`config.mk`:
```
export PLATFORM = sky130hd
export DESIGN_NAME = uartdpi_rx_sink
export DESIGN_NICKNAME = d
export VERILOG_FILES = /design/src/rtl/uart_dv_pkg.sv /design/src/rtl/uartdpi_rx_fifo.sv /design/src/rtl/uartdpi_rx_sink.sv
export SDC_FILE = /design/constraint.sdc
export NUM_CORES = 1
export LEC_CHECK = 0
export ABC_AREA = 1
export CORE_AREA = 2 2 105 107
export DETAILED_ROUTE_END_ITERATION = 12
export DIE_AREA = 0 0 107 109
export GPL_ROUTABILITY_DRIVEN = 0
export PLACE_DENSITY = 0.74
export SKIP_LAST_GASP = 1
export SLEW_MARGIN = 10
export SYNTH_ARGS = -nofsm -noshare
export SYNTH_HDL_FRONTEND = slang
export SYNTH_SLANG_ARGS = --single-unit
```
`constraint.sdc`:
```
create_clock -name clk_i -period 2.5 [get_ports clk_i]
set_input_delay 0.375 -clock clk_i [delete_from_list [all_inputs] [get_ports clk_i]]
set_output_delay 0.375 -clock clk_i [all_outputs]
set_load 0.005 [all_outputs]
```
`src/rtl/uart_dv_pkg.sv`:
```
// Shared types and helpers for the DV-side UART receive sink.
package uart_dv_pkg;

  localparam int unsigned BYTE_W = 8;

  typedef enum logic [2:0] {
    IDLE,
    START,
    DATA,
    STOP,
    WAIT_IDLE
  } rx_state_e;

  function automatic int unsigned cycles_per_symbol(input int unsigned freq,
                                                    input int unsigned baud);
    return freq / baud;
  endfunction

endpackage

```
`src/rtl/uartdpi_rx_fifo.sv`:
```
// First-word-fall-through sync FIFO; the head byte is held in a register so it
// keeps its last value once the FIFO drains.
module uartdpi_rx_fifo #(
  parameter int unsigned WIDTH = 8,
  parameter int unsigned DEPTH = 8
) (
  input  logic             clk_i,
  input  logic             rst_ni,
  input  logic             push_i,
  input  logic [WIDTH-1:0] wdata_i,
  input  logic             pop_i,
  output logic             full_o,
  output logic             valid_o,
  output logic [WIDTH-1:0] rdata_o
);

  localparam int unsigned PTR_W = $clog2(DEPTH);
  localparam int unsigned CNT_W = $clog2(DEPTH + 1);

  if (DEPTH < 2 || (DEPTH & (DEPTH - 1)) != 0) begin : g_depth_fatal
    $fatal(1, "uartdpi_rx_fifo: DEPTH must be a power of two >= 2");
  end

  logic [WIDTH-1:0] mem [DEPTH];
  logic [PTR_W-1:0] wptr_q, rptr_q, rptr_nxt;
  logic [CNT_W-1:0] cnt_q, cnt_d;
  logic [WIDTH-1:0] rdata_d;
  logic             pop_acc, push_acc;

  // Pop needs data present; a push into a full FIFO only lands if a pop frees a slot.
  always_comb begin
    pop_acc  = pop_i && valid_o;
    push_acc = push_i && (!full_o || pop_acc);
    rptr_nxt = rptr_q + PTR_W'(1);
    cnt_d    = cnt_q + CNT_W'(push_acc) - CNT_W'(pop_acc);
    rdata_d  = rdata_o;
    if (pop_acc && cnt_q > CNT_W'(1)) begin
      rdata_d = mem[rptr_nxt];
    end else if (push_acc && (cnt_q == '0 || (pop_acc && cnt_q == CNT_W'(1)))) begin
      rdata_d = wdata_i;
    end
  end

  always_ff @(posedge clk_i) begin
    if (push_acc) begin
      mem[wptr_q] <= wdata_i;
    end
  end

  always_ff @(posedge clk_i or negedge rst_ni) begin
    if (!rst_ni) begin
      wptr_q  <= '0;
      rptr_q  <= '0;
      cnt_q   <= '0;
      valid_o <= 1'b0;
      full_o  <= 1'b0;
      rdata_o <= '0;
    end else begin
      if (push_acc) wptr_q <= wptr_q + PTR_W'(1);
      if (pop_acc)  rptr_q <= rptr_nxt;
      cnt_q   <= cnt_d;
      valid_o <= (cnt_d != '0);
      full_o  <= (cnt_d == CNT_W'(DEPTH));
      rdata_o <= rdata_d;
    end
  end

endmodule

```
`src/rtl/uartdpi_rx_sink.sv`:
```
// UART 8N1 receiver for DV harnesses: synchronises rx_i, deserialises bytes
// into a FWFT FIFO and pulses on framing errors and dropped bytes.
module uartdpi_rx_sink
  import uart_dv_pkg::*;
#(
  parameter int unsigned BAUD  = 115200,
  parameter int unsigned FREQ  = 50_000_000,
  parameter int unsigned DEPTH = 8
) (
  input  logic              clk_i,
  input  logic              rst_ni,
  input  logic              rx_i,
  output logic [BYTE_W-1:0] rdata_o,
  output logic              valid_o,
  input  logic              ready_i,
  output logic              busy_o,
  output logic              frame_err_o,
  output logic              overflow_o
);

  localparam int unsigned CPS   = cycles_per_symbol(FREQ, BAUD);
  localparam int unsigned CYC_W = $clog2(CPS);
  localparam logic [CYC_W-1:0] HALF_LAST = CYC_W'(CPS / 2 - 1);
  localparam logic [CYC_W-1:0] BIT_LAST  = CYC_W'(CPS - 1);

  if (CPS < 4) begin : g_cps_fatal
    $fatal(1, "uartdpi_rx_sink: FREQ/BAUD must be >= 4");
  end

  logic [1:0]        sync_q;
  logic              rx_s;
  rx_state_e         state_q, state_d;
  logic [CYC_W-1:0]  cyc_q, cyc_d;
  logic [2:0]        bit_idx_q, bit_idx_d;
  logic [BYTE_W-1:0] shift_q, shift_d;
  logic              push_c, frame_err_d, overflow_d;
  logic              fifo_full;

  assign rx_s = sync_q[1];

  // Next-state: every decision is taken on the synchronised line.
  always_comb begin
    state_d     = state_q;
    cyc_d       = cyc_q + CYC_W'(1);
    bit_idx_d   = bit_idx_q;
    shift_d     = shift_q;
    push_c      = 1'b0;
    frame_err_d = 1'b0;
    unique case (state_q)
      IDLE: begin
        cyc_d = '0;
        if (!rx_s) state_d = START;
      end
      START: begin
        bit_idx_d = '0;
        if (cyc_q == HALF_LAST) state_d = rx_s ? IDLE : DATA;
      end
      DATA: begin
        if (cyc_q == BIT_LAST) begin
          cyc_d            = '0;
          shift_d[bit_idx_q] = rx_s;
          if (bit_idx_q == 3'd7) state_d = STOP;
          else                   bit_idx_d = bit_idx_q + 3'd1;
        end
      end
      STOP: begin
        if (cyc_q == BIT_LAST) begin
          if (rx_s) begin
            push_c  = 1'b1;
            state_d = IDLE;
          end else begin
            frame_err_d = 1'b1;
            state_d     = WAIT_IDLE;
          end
        end
      end
      WAIT_IDLE: begin
        cyc_d = '0;
        if (rx_s) state_d = IDLE;
      end
      default: state_d = IDLE;
    endcase
    if (state_d != state_q) cyc_d = '0;
    overflow_d = push_c && fifo_full && !(ready_i && valid_o);
  end

  always_ff @(posedge clk_i or negedge rst_ni) begin
    if (!rst_ni) begin
      sync_q      <= 2'b11;
      state_q     <= IDLE;
      cyc_q       <= '0;
      bit_idx_q   <= '0;
      shift_q     <= '0;
      busy_o      <= 1'b0;
      frame_err_o <= 1'b0;
      overflow_o  <= 1'b0;
    end else begin
      sync_q      <= {sync_q[0], rx_i};
      state_q     <= state_d;
      cyc_q       <= cyc_d;
      bit_idx_q   <= bit_idx_d;
      shift_q     <= shift_d;
      busy_o      <= (state_d != IDLE);
      frame_err_o <= frame_err_d;
      overflow_o  <= overflow_d;
    end
  end

  uartdpi_rx_fifo #(
    .WIDTH (BYTE_W),
    .DEPTH (DEPTH)
  ) u_fifo (
    .clk_i   (clk_i),
    .rst_ni  (rst_ni),
    .push_i  (push_c),
    .wdata_i (shift_d),
    .pop_i   (ready_i),
    .full_o  (fifo_full),
    .valid_o (valid_o),
    .rdata_o (rdata_o)
  );

endmodule

```
* After elaboration in Yosys (flattened, before gate mapping) *
Memory sizes are Yosys's and may differ from the RTL's.
Index checks and enable logic that the tools add are counted.

storage, ports and cells
  register bits = 48
  bits of input ports = 4
  memory bits (writable) = 64
  memories kept = 1
  output and inout port bits = 12

cells by class
  magnitude comparators = 3
  add/sub/neg operators = 6
  reduce and logical (&&, ||, !) cells = 20
  mux-type cells = 30
  eq/ne operators = 12

memory list
  name        words  width  read ports  clocked after memory_dff  wr ports  RTL line               text
  u_fifo.mem  8      8      1           0                         1         uartdpi_rx_fifo.sv:24  logic [WIDTH-1:0] mem [DEPTH];

operators by type and width
  kind                                                         count
  two-way mux 8 bit                                            4
  two-way mux 3 bit                                            9
  two-way mux 9 bit                                            2
  case mux 9 bit (2 select lines)                              1
  case mux 3 bit (5 select lines)                              1
  adder 3 x 1 -> 3 bit (second input constant)                 3
  adder 9 x 1 -> 9 bit (second input constant)                 1
  == test 9 x 8 -> 1 bit (second input constant)               1
  == test 9 bit (second input constant)                        1
  two-way mux 1 bit                                            9
  bitwise mux 8 bit                                            1
  logical AND 1 bit                                            8
  == test 3 x 2 -> 1 bit (second input constant)               2
  == test 3 bit (second input constant)                        2
  case mux 3 bit (2 select lines)                              1
  adder 4 x 1 -> 4 bit                                         1
  == test 4 x 1 -> 1 bit (second input constant)               1
  == test 4 bit (second input constant)                        1
  > comparator 4 x 1 -> 1 bit (second input constant)          1
  zero test 4 bit                                              1
  less-than comparator 3 x 4 -> 1 bit (second input constant)  1
  inequality test 2 bit (second input constant)                2
  nonzero test 2 bit                                           2
  nonzero test 4 bit                                           1
  other kinds (12)                                             14

* Longest topological paths before layout *
Gate-level depths: netlist of the first run.

  depth after elaboration = 9
  mapped depth = 12

* By module *
A second synthesis of the first run with hierarchy kept.

unflattened totals
  cells, all modules = 569
  area, all modules = 5,345.1 um2

modules (own cells, without submodules)
  module           cells an instance  times used  sequential area each (um2)  area an instance (um2)
  uartdpi_rx_fifo  375                1           2,422.3                     3,853.7
  uartdpi_rx_sink  194                1           703.2                       1,491.4

* Worst setup path after synthesis of the first run *
Ideal clock, no wire load.

  kind = register to register
  from = register cyc_q[1]
  to = memory u_fifo.mem[1][0], enable pin
  cell stages (with the launch flop) = 9
  slack = 365 ps
  arrival time = 1,752 ps
  path through = dfrtp_1 inv_1 ha_1 nand3_1 nor2_4 nand3_2 inv_2 nand2_2 nor3_1

between the ends
  word-level cells in the longest chain between the ends = 6

RTL lines
  element                                  RTL line                text
  start: declaration                       uartdpi_rx_sink.sv:33   logic [CYC_W-1:0] cyc_q, cyc_d;
  start signal: assignment                 uartdpi_rx_sink.sv:100  cyc_q <= cyc_d;
  == test 9 bit                            uartdpi_rx_sink.sv:67   if (cyc_q == BIT_LAST) begin
  two-way mux 1 bit                        uartdpi_rx_sink.sv:67
  two-way mux 1 bit                        uartdpi_rx_sink.sv:49   unique case (state_q)
  logical AND 1 bit                        uartdpi_rx_fifo.sv:33   push_acc = push_i && (!full_o || pop_acc);
  two-way mux 1 bit                        uartdpi_rx_fifo.sv:45   if (push_acc) begin
  two-way mux 1 bit (implied by the code)  uartdpi_rx_fifo.sv:46   mem[wptr_q] <= wdata_i;
  end: declaration                         uartdpi_rx_fifo.sv:24

Every way passes these cells.

* Worst setup path after layout of the first run *
  from = register cyc_q[1]
  to = register u_fifo.full_o

between the ends
  word-level cells in the longest chain between the ends = 7

RTL lines
  element                    RTL line               text
  == test 9 bit              uartdpi_rx_sink.sv:67
  two-way mux 1 bit          uartdpi_rx_sink.sv:67
  two-way mux 1 bit          uartdpi_rx_sink.sv:49
  logical AND 1 bit          uartdpi_rx_fifo.sv:33
  adder 4 x 1 -> 4 bit       uartdpi_rx_fifo.sv:35  cnt_d = cnt_q + CNT_W'(push_acc) - CNT_W'(pop_acc);
  subtractor 4 x 1 -> 4 bit  uartdpi_rx_fifo.sv:35
  via u_fifo.cnt_d[1]        uartdpi_rx_fifo.sv:26  logic [CNT_W-1:0] cnt_q, cnt_d;
  == test 4 bit              uartdpi_rx_fifo.sv:63  full_o <= (cnt_d == CNT_W'(DEPTH));
  end signal: assignment     uartdpi_rx_fifo.sv:63
  end: declaration           uartdpi_rx_fifo.sv:12  output logic full_o,

The timed path passes the listed nets, and every way through them passes these cells.
A chain may end at the register's enable or synchronous reset.

==> flow_summary.rst, run 1 <==
.. list-table::
   :header-rows: 1

   * - Metric
     - Value
   * - Via count of the first global-routing pass
     - 3535
   * - Clock tree buffer depth
     - 2
   * - Remaining number of nets flagged by the antenna check after routing
     - 0
   * - Register area share after synthesis
     - 0.602
   * - Hold_sp
     - sync_q[0]
   * - Critical path type
     - register to register
   * - Layout cell share with drive strength beyond 1
     - 0.113
   * - Instance count of the mapped netlist
     - between 500 and 600
   * - Achievable clock frequency
     - ~420 MHz
   * - Cell row count
     - 38
   * - Clock tree from TritonCTS
     - done
   * - Initial drt markers
     - just under 200
   * - Starting density of the core
     - 0.490
   * - GR Layer Usage met2
     - 0.320
   * - Total global-route track usage
     - 0.188
   * - Ant. Diodes
     - 0
   * - Max-cap violation count
     - 0
   * - CTS root buf
     - sky130_fd_sc_hd__clkbuf_8
   * - Min Clock Period, post-route
     - between 2 and 2.5 ns
   * - Number of pins exceeding their max-slew limit in the final report
     - 0
   * - Outcome
     - complete, no violations
   * - Worst Setup SP
     - cyc_q[1]
   * - Net Count, Synth
     - approximately 550
   * - Number of optimization iterations in the first detailed-route pass
     - 4
   * - Leakage power summed over all cells
     - 2.60 nW
   * - Die extent in x
     - 107 um
   * - Quantity of I/O buffers inserted on ports
     - 15
   * - Final routed wire length divided by cell count
     - between 10 and 15 um
   * - Multi-input logic area
     - ~1800 um2
   * - Number of hold violations in the final report
     - 0
   * - Worst-case register-to-register setup slack
     - ~0.14 ns
   * - I/O pin count
     - 16
   * - Hold_ws
     - 0.350 ns
   * - Pin count of the biggest net entering global routing
     - 49
   * - Endpoint class of the critical path
     - register
   * - Core ar.
     - approximately 11000 um2
   * - Required time at the worst-slack endpoint
     - roughly 2.8 ns
   * - Number of sinks handled by clock tree synthesis
     - around 110
   * - Worst setup path endpoint
     - u_fifo.full_o
   * - Met3 track utilization from global routing
     - 0.0389
   * - Startpoint of the most critical register-to-register path
     - cyc_q[1]
   * - Maximum VDD drop
     - 570 uV
   * - Placed Instances
     - 689
   * - Unique masters post-synth
     - 36
   * - Critical path data arrival time
     - approximately 2.6 ns
   * - Global routing's busiest layer
     - met2
   * - Worst min path class
     - register to register
   * - # DRC
     - 0
   * - CTS Buf Count
     - 9
   * - Met1 GRT Util
     - 0.241
   * - Crit Reg-Reg Endpoint
     - u_fifo.full_o
   * - Number of warnings issued by yosys
     - 0
   * - Floorplan die area
     - roughly 12000 um2
   * - Non-filler instance count after layout
     - 706
   * - Avg Synthesized Cell Area
     - around 10 um2
   * - Sequential cell area
     - about 3100 um2
   * - Worst-case reg-to-reg path depth
     - 11
   * - Actual slew at the worst max-slew pin
     - 0.478 ns
   * - Startpoint type of the worst setup path
     - register
   * - Peak fanout along the critical path
     - 6
   * - Worst slew margin relative to its limit
     - 0.681
   * - Tcrit/Tclk final
     - 0.942
   * - Clock-pin slew on the worst setup and hold paths
     - about 0.10 ns
   * - Growth of design area from synthesis to finish
     - 12.1%
   * - Total of flip-flops plus latches after synthesis
     - ~110
   * - Global route total overflow
     - 0
   * - Total via count in the routed design
     - 3654
   * - P per Cell Area
     - approximately 880 nW/um2
   * - Count of filler cells inserted in the layout
     - roughly 910
   * - Clock latency at the later pin of the worst-skew pair
     - roughly 0.38 ns
   * - Drt via density
     - 5.18
   * - Final WL
     - between 10000 and 15000 um
   * - Final nets
     - about 580
   * - Sum of net half-perimeters after detailed placement
     - between 7000 and 8000 um
   * - Number of endpoints failing setup at the final stage
     - 0
   * - Die outline height
     - between 100 and 150 um
   * - Initial antenna violation count
     - 0
   * - Syn Std Cell Area
     - ~5200 um2
   * - Setup clock skew after layout
     - around 0.018 ns
   * - Count of H-tree levels built during CTS
     - 3
   * - Wire length of the first global-routing pass
     - 16800 um
[how the worst min path moves through the flow]
| stage | to | slack (ns) | depth (start not counted) |
|---|---|---|---|
| 3_3_place_gp | sync_q[1] | 0.35 | 0 |
| 4_1_cts | sync_q[1] | 0.35 | 0 |
| 2_1_floorplan | bit_idx_q[0] | 0.08 | 0 |
| 5_1_grt | sync_q[1] | 0.36 | 0 |
| 6_report | sync_q[1] | 0.35 | 0 |
| 3_5_place_dp | sync_q[1] | 0.35 | 0 |
[through the flow]
stage	TNS, ns	power, W	worst slack, ns	cell area (um2)	utilization
floorplan	0	0.00342	0.365	5190	-
global placement	0	0.00390	0.133	5580	0.526
detailed placement	0	0.00398	0.0686	5580	0.526
CTS	0	0.00510	0.124	5800	0.547
global route	-0.00946	0.00545	-0.00946	5820	0.549
finish	0	0.00510	0.145	5820	0.549
[sequential cells by signal (all words and copies together), names as in the netlist]
name            flops
cyc_q               9
bit_idx_q           3
u_fifo.mem         64
overflow_o          1
frame_err_o         1
u_fifo.valid_o      1
sync_q              2
busy_o              1
u_fifo.rdata_o      8
state_q             3
shift_q             8
u_fifo.wptr_q       3
u_fifo.cnt_q        4
u_fifo.rptr_q       3
u_fifo.full_o       1
[area by class of cell]
type,count,share of cell area
flip-flops and latches,112,0.537
repair buffers,32,0.0494
inverters,70,0.0464
well taps,140,0.0301
clock inverters,7,0.0148
clock buffers,9,0.0213
multi-input cells,336,0.301
[cell usage in the layout, fill, tap and decap left out, drive strengths merged]
master         count
a21oi             12
and2               4
buf               17
bufinv             1
clkbuf             9
clkdlybuf4s50     14
clkinv             2
clkinvlp           1
dfrtp             46
dfstp              2
dlygate4sd3        1
edfxtp            64
fa                 1
ha                12
inv               73
nand2            120
nand3             44
nand3b             1
nand4              9
nor2              68
nor3              14
nor3b              1
nor4               2
o211ai             8
o21ai             28
o21bai             1
or2                2
xnor2              3
xor2               6
[cells in the mapped netlist, drive strengths merged]
| master | number | area, um2 |
|---|---|---|
| clkbuf | 3 | 11.3 |
| xnor2 | 3 | 45.1 |
| clkinv | 1 | 8.76 |
| inv | 69 | 259 |
| nand4 | 9 | 56.3 |
| nor3b | 1 | 7.51 |
| buf | 9 | 57.6 |
| o21bai | 1 | 7.51 |
| nor2 | 68 | 275 |
| a21oi | 12 | 75.1 |
| edfxtp | 64 | 1920 |
| nand3b | 1 | 7.51 |
| o21ai | 28 | 140 |
| dfrtp | 46 | 1150 |
| xor2 | 6 | 52.6 |
| nand2 | 120 | 475 |
| or2 | 2 | 12.5 |
| nor4 | 2 | 12.5 |
| fa | 1 | 20.0 |
| nor3 | 14 | 75.1 |
| ha | 12 | 150 |
| dfstp | 2 | 52.6 |
| o211ai | 8 | 60.1 |
| nand3 | 44 | 235 |
| and2 | 4 | 25.0 |
[per-layer routing]
metal	wire length (um)	up-vias
met1	4510	1749
met4	183	0
met5	0	-
met3	409	19
li1	-	1800
met2	5090	86
[where the power goes]
| part | total, W | internal (W) | leakage [nW] | switching, W |
|---|---|---|---|---|
| Clock | 0.00112 | 0.000486 | 0.104 | 0.000630 |
| Sequential | 0.00212 | 0.00206 | 1.34 | 0.0000657 |
| Combinational | 0.00186 | 0.000671 | 1.16 | 0.00119 |
[cells by family (layout without fill, tap and decap cells)]
family / count (synthesis) / in the layout / synth area share
flops: 112 / 112 / 0.602
compound gates: 49 / 49 / 0.0544
simple gates: 265 / 265 / 0.228
fa+ha+maj: 13 / 13 / 0.0328
xor+xnor: 9 / 9 / 0.0188
buf+inv: 82 / 118 / 0.0648
[timing repair]
action | 4_1_cts | 5_1_grt
endpoints found under the hold margin | 46 | 0
hold buffers | 1 | 0
resized for setup | 0 | 5
endpoints found under the setup margin | 0 | 2
setup buffers | 0 | 0
[worst max-delay path: stages (launching register included)]
cell                      delay, ns
sky130_fd_sc_hd__dfrtp_1       0.42
sky130_fd_sc_hd__inv_1         0.11
sky130_fd_sc_hd__ha_2          0.19
sky130_fd_sc_hd__nand3_1       0.12
sky130_fd_sc_hd__nor2_4        0.14
sky130_fd_sc_hd__nand3_4       0.10
sky130_fd_sc_hd__inv_4         0.10
sky130_fd_sc_hd__ha_1          0.17
sky130_fd_sc_hd__inv_1         0.05
sky130_fd_sc_hd__fa_1          0.48
sky130_fd_sc_hd__inv_1         0.08
sky130_fd_sc_hd__nor4_2        0.29
No activity file was read; power rests on OpenSTA's default activity.
==> run 2, diff against run 1 <==
--- a/constraint.sdc
+++ b/constraint.sdc
@@ -3,2 +3,2 @@
 set_output_delay 0.375 -clock clk_i [all_outputs]
-set_load 0.005 [all_outputs]
+set_load 0.02 [all_outputs]
==> results of run 2 <==
The final DEF is identical to that of run 1. Status: complete, no violations.
Among the figures that moved: total power 0.00510 W -> 0.00516 W
==> run 3, diff against run 2 <==
Settings changed: CELL_PAD_IN_SITES_DETAIL_PLACEMENT set to 1, CELL_PAD_IN_SITES_GLOBAL_PLACEMENT set to 2, CORE_AREA 2 2 105 107 to 2 2 117 119, DIE_AREA 0 0 107 109 to 0 0 119 121, GPL_ROUTABILITY_DRIVEN 0 to not set, PLACE_DENSITY 0.74 to 0.87.
==> flow_summary.rst, run 3 (synthesis gave the netlist of run 1 again) <==
.. list-table::
   :header-rows: 1

   * - Metric
     - Value
   * - Flip-flop count of the largest register after layout
     - 64
   * - Core ar.
     - 13100 um2
   * - Via count of the first global-routing pass
     - ~4000
   * - Slowest cell on the critical path
     - sky130_fd_sc_hd__dfrtp_1
   * - Net switching share of the total power
     - 0.363
   * - Final weighted congestion in routability-driven placement
     - about 0.80
   * - Share of power burned in registers
     - 0.383
   * - Final WL
     - about 12000 um
   * - Hold_ws
     - about 0.0017 ns
   * - Startpoint type of the worst setup path
     - register
   * - Critical path data arrival time
     - 2.49 ns
   * - Setup repair after global routing missed its margin
     - false
   * - Count of hold buffers inserted by post-cts repair
     - 0
   * - Pin count of the biggest net entering global routing
     - 49
   * - Count of H-tree levels built during CTS
     - 3
   * - Combinational Power Share
     - 0.353
   * - Clock power share
     - 0.264
   * - Clock tree buffer depth
     - 2
   * - Growth of design area from synthesis to finish
     - 14.8%
   * - Setup total negative slack
     - 0 ns
   * - Global route total overflow
     - 0
   * - Clock tree from TritonCTS
     - done
   * - Achievable clock frequency
     - ~440 MHz
   * - Most frequent cells in the layout
     - sky130_fd_sc_hd__nand2_1, sky130_fd_sc_hd__inv_1, sky130_fd_sc_hd__nor2_1, sky130_fd_sc_hd__edfxtp_1, sky130_fd_sc_hd__dfrtp_1
   * - Min Clock Period, post-route
     - between 2 and 2.5 ns
   * - Max-cap violation count
     - 0
   * - Initial drt markers
     - around 190
   * - Die extent in x
     - 119 um
   * - Number of sinks handled by clock tree synthesis
     - ~110
   * - Cell row count
     - 42
   * - Cell class contributing the biggest share of worst-path delay
     - adder cells
   * - Worst slew margin relative to its limit
     - 0.666
   * - Sum of net half-perimeters after detailed placement
     - about 8500 um
   * - Ordered list of cells on the worst path
     - inv_1 > ha_1 > nand3_1 > nor2_4 > nand3_2 > inv_2 > ha_1 > inv_1 > fa_1 > xnor2_1 > nor4_2
   * - Setup clock skew after layout
     - 0.00753 ns
   * - P per Cell Area
     - slightly above 900 nW/um2
   * - Maximum VDD drop
     - 528 uV
   * - Net switching power
     - 0.00202 W
   * - Final nets
     - 580
   * - Largest registers in the final layout
     - u_fifo.mem (64), cyc_q (9)
   * - Commonest non-fill, non-tap cell in the layout
     - sky130_fd_sc_hd__nand2_1
   * - Outcome
     - complete, no violations
   * - Number of pins exceeding their max-slew limit in the final report
     - 0
   * - Crit-path max cell delay
     - 0.41 ns
   * - Starting density of the core
     - 0.397
   * - Quantity of I/O buffers inserted on ports
     - 15
   * - Clock latency at the later pin of the worst-skew pair
     - between 0.3 and 0.4 ns
   * - Number of endpoints failing setup at the final stage
     - 0
   * - # DRC
     - 0
   * - CTS Buf Count
     - 9
   * - Number of hold violations in the final report
     - 0
   * - Die outline height
     - approximately 120 um
   * - I/O pin count
     - 16
   * - Floorplan die area
     - about 14000 um2
   * - Remaining number of nets flagged by the antenna check after routing
     - 0
   * - Crit path buf inv count
     - 3
   * - Layout cell share with drive strength beyond 1
     - 0.114
   * - Clock-pin slew on the worst setup and hold paths
     - ~0.070 ns
   * - Number of optimization iterations in the first detailed-route pass
     - 4
   * - CTS root buf
     - sky130_fd_sc_hd__clkbuf_16
   * - Worst min path class
     - input port to async pin
   * - Initial antenna violation count
     - 0
   * - Total via count in the routed design
     - approximately 3700
   * - Total global-route track usage
     - 0.180
   * - Drt via density
     - roughly 5.0
   * - Critical path type
     - register to register
   * - Peak fanout along the critical path
     - 4
   * - Required time at the worst-slack endpoint
     - roughly 2.7 ns
   * - Worst-case register-to-register setup slack
     - about 0.24 ns
   * - Biggest register
     - u_fifo.mem
   * - Final routed wire length divided by cell count
     - 15.8 um
   * - Actual slew at the worst max-slew pin
     - between 0.4 and 0.5 ns
   * - Wire length of the first global-routing pass
     - between 20000 and 25000 um
   * - Tcrit/Tclk final
     - 0.904
   * - Leakage power summed over all cells
     - around 2.7 nW
   * - Ant. Diodes
     - 0
   * - Endpoint class of the critical path
     - register
   * - Internal power
     - roughly 0.0035 W
==> run 3: final timing paths <==
| check | from | to | cells after the start |
|---|---|---|---|
| hold reg to reg | sync_q[0] | sync_q[1] | 0 |
| min in group clk_i | sync_q[0] | sync_q[1] | 0 |
| hold / removal | rst_ni | cyc_q[1] | 2 |
| setup reg to reg | cyc_q[1] | u_fifo.full_o | 11 |
| max in group asynchronous | rst_ni | sync_q[1] | 2 |
| setup / recovery | cyc_q[1] | u_fifo.full_o | 11 |
==> run 3: final cells by class <==
cell class	instances	area [um2]
fillers	1452	7120
flip-flops and latches	112	3130
multi-input cells	336	1740
repair buffers	34	300
inverters	70	268
clock buffers	9	225
well taps	176	220
clock inverters	7	78.8
==> run 3: power by group through the flow <==
stage,clock (W),sequential (W),combinational (W)
6_report,0.00147,0.00213,0.00196
5_1_grt,0.00158,0.00214,0.00223
4_1_cts,0.00150,0.00214,0.00199
3_5_place_dp,0,0.00217,0.00197
3_3_place_gp,0,0.00216,0.00191
2_1_floorplan,0,0.00223,0.00126
==> run 3: metal layers <==
metal | track usage | vias up | part of all wire
met1 | 0.224 | 1833 | 0.44
li1 | - | 1812 | -
met2 | 0.306 | 43 | 0.51
met3 | 0.0334 | 21 | 0.023
met5 | 0 | - | 0
met4 | 0.0804 | 0 | 0.028
==> run 3: repair_timing <==
item,CTS,global route
resized for setup,0,2
setup buffers,0,0
endpoints found under the setup margin,0,2
==> run 3: through the flow <==
stage,cells,instance area (um2),util,power [W],setup slack (ns)
3_5_place_dp,728,5650,0.432,0.00415,0.00973
5_1_grt,744,5960,0.456,0.00595,0.0197
6_report,744,5960,0.456,0.00556,0.240
3_3_place_gp,728,5650,0.432,0.00407,0.0828
2_1_floorplan,530,5190,-,0.00348,0.365
4_1_cts,744,5950,0.455,0.00563,0.196
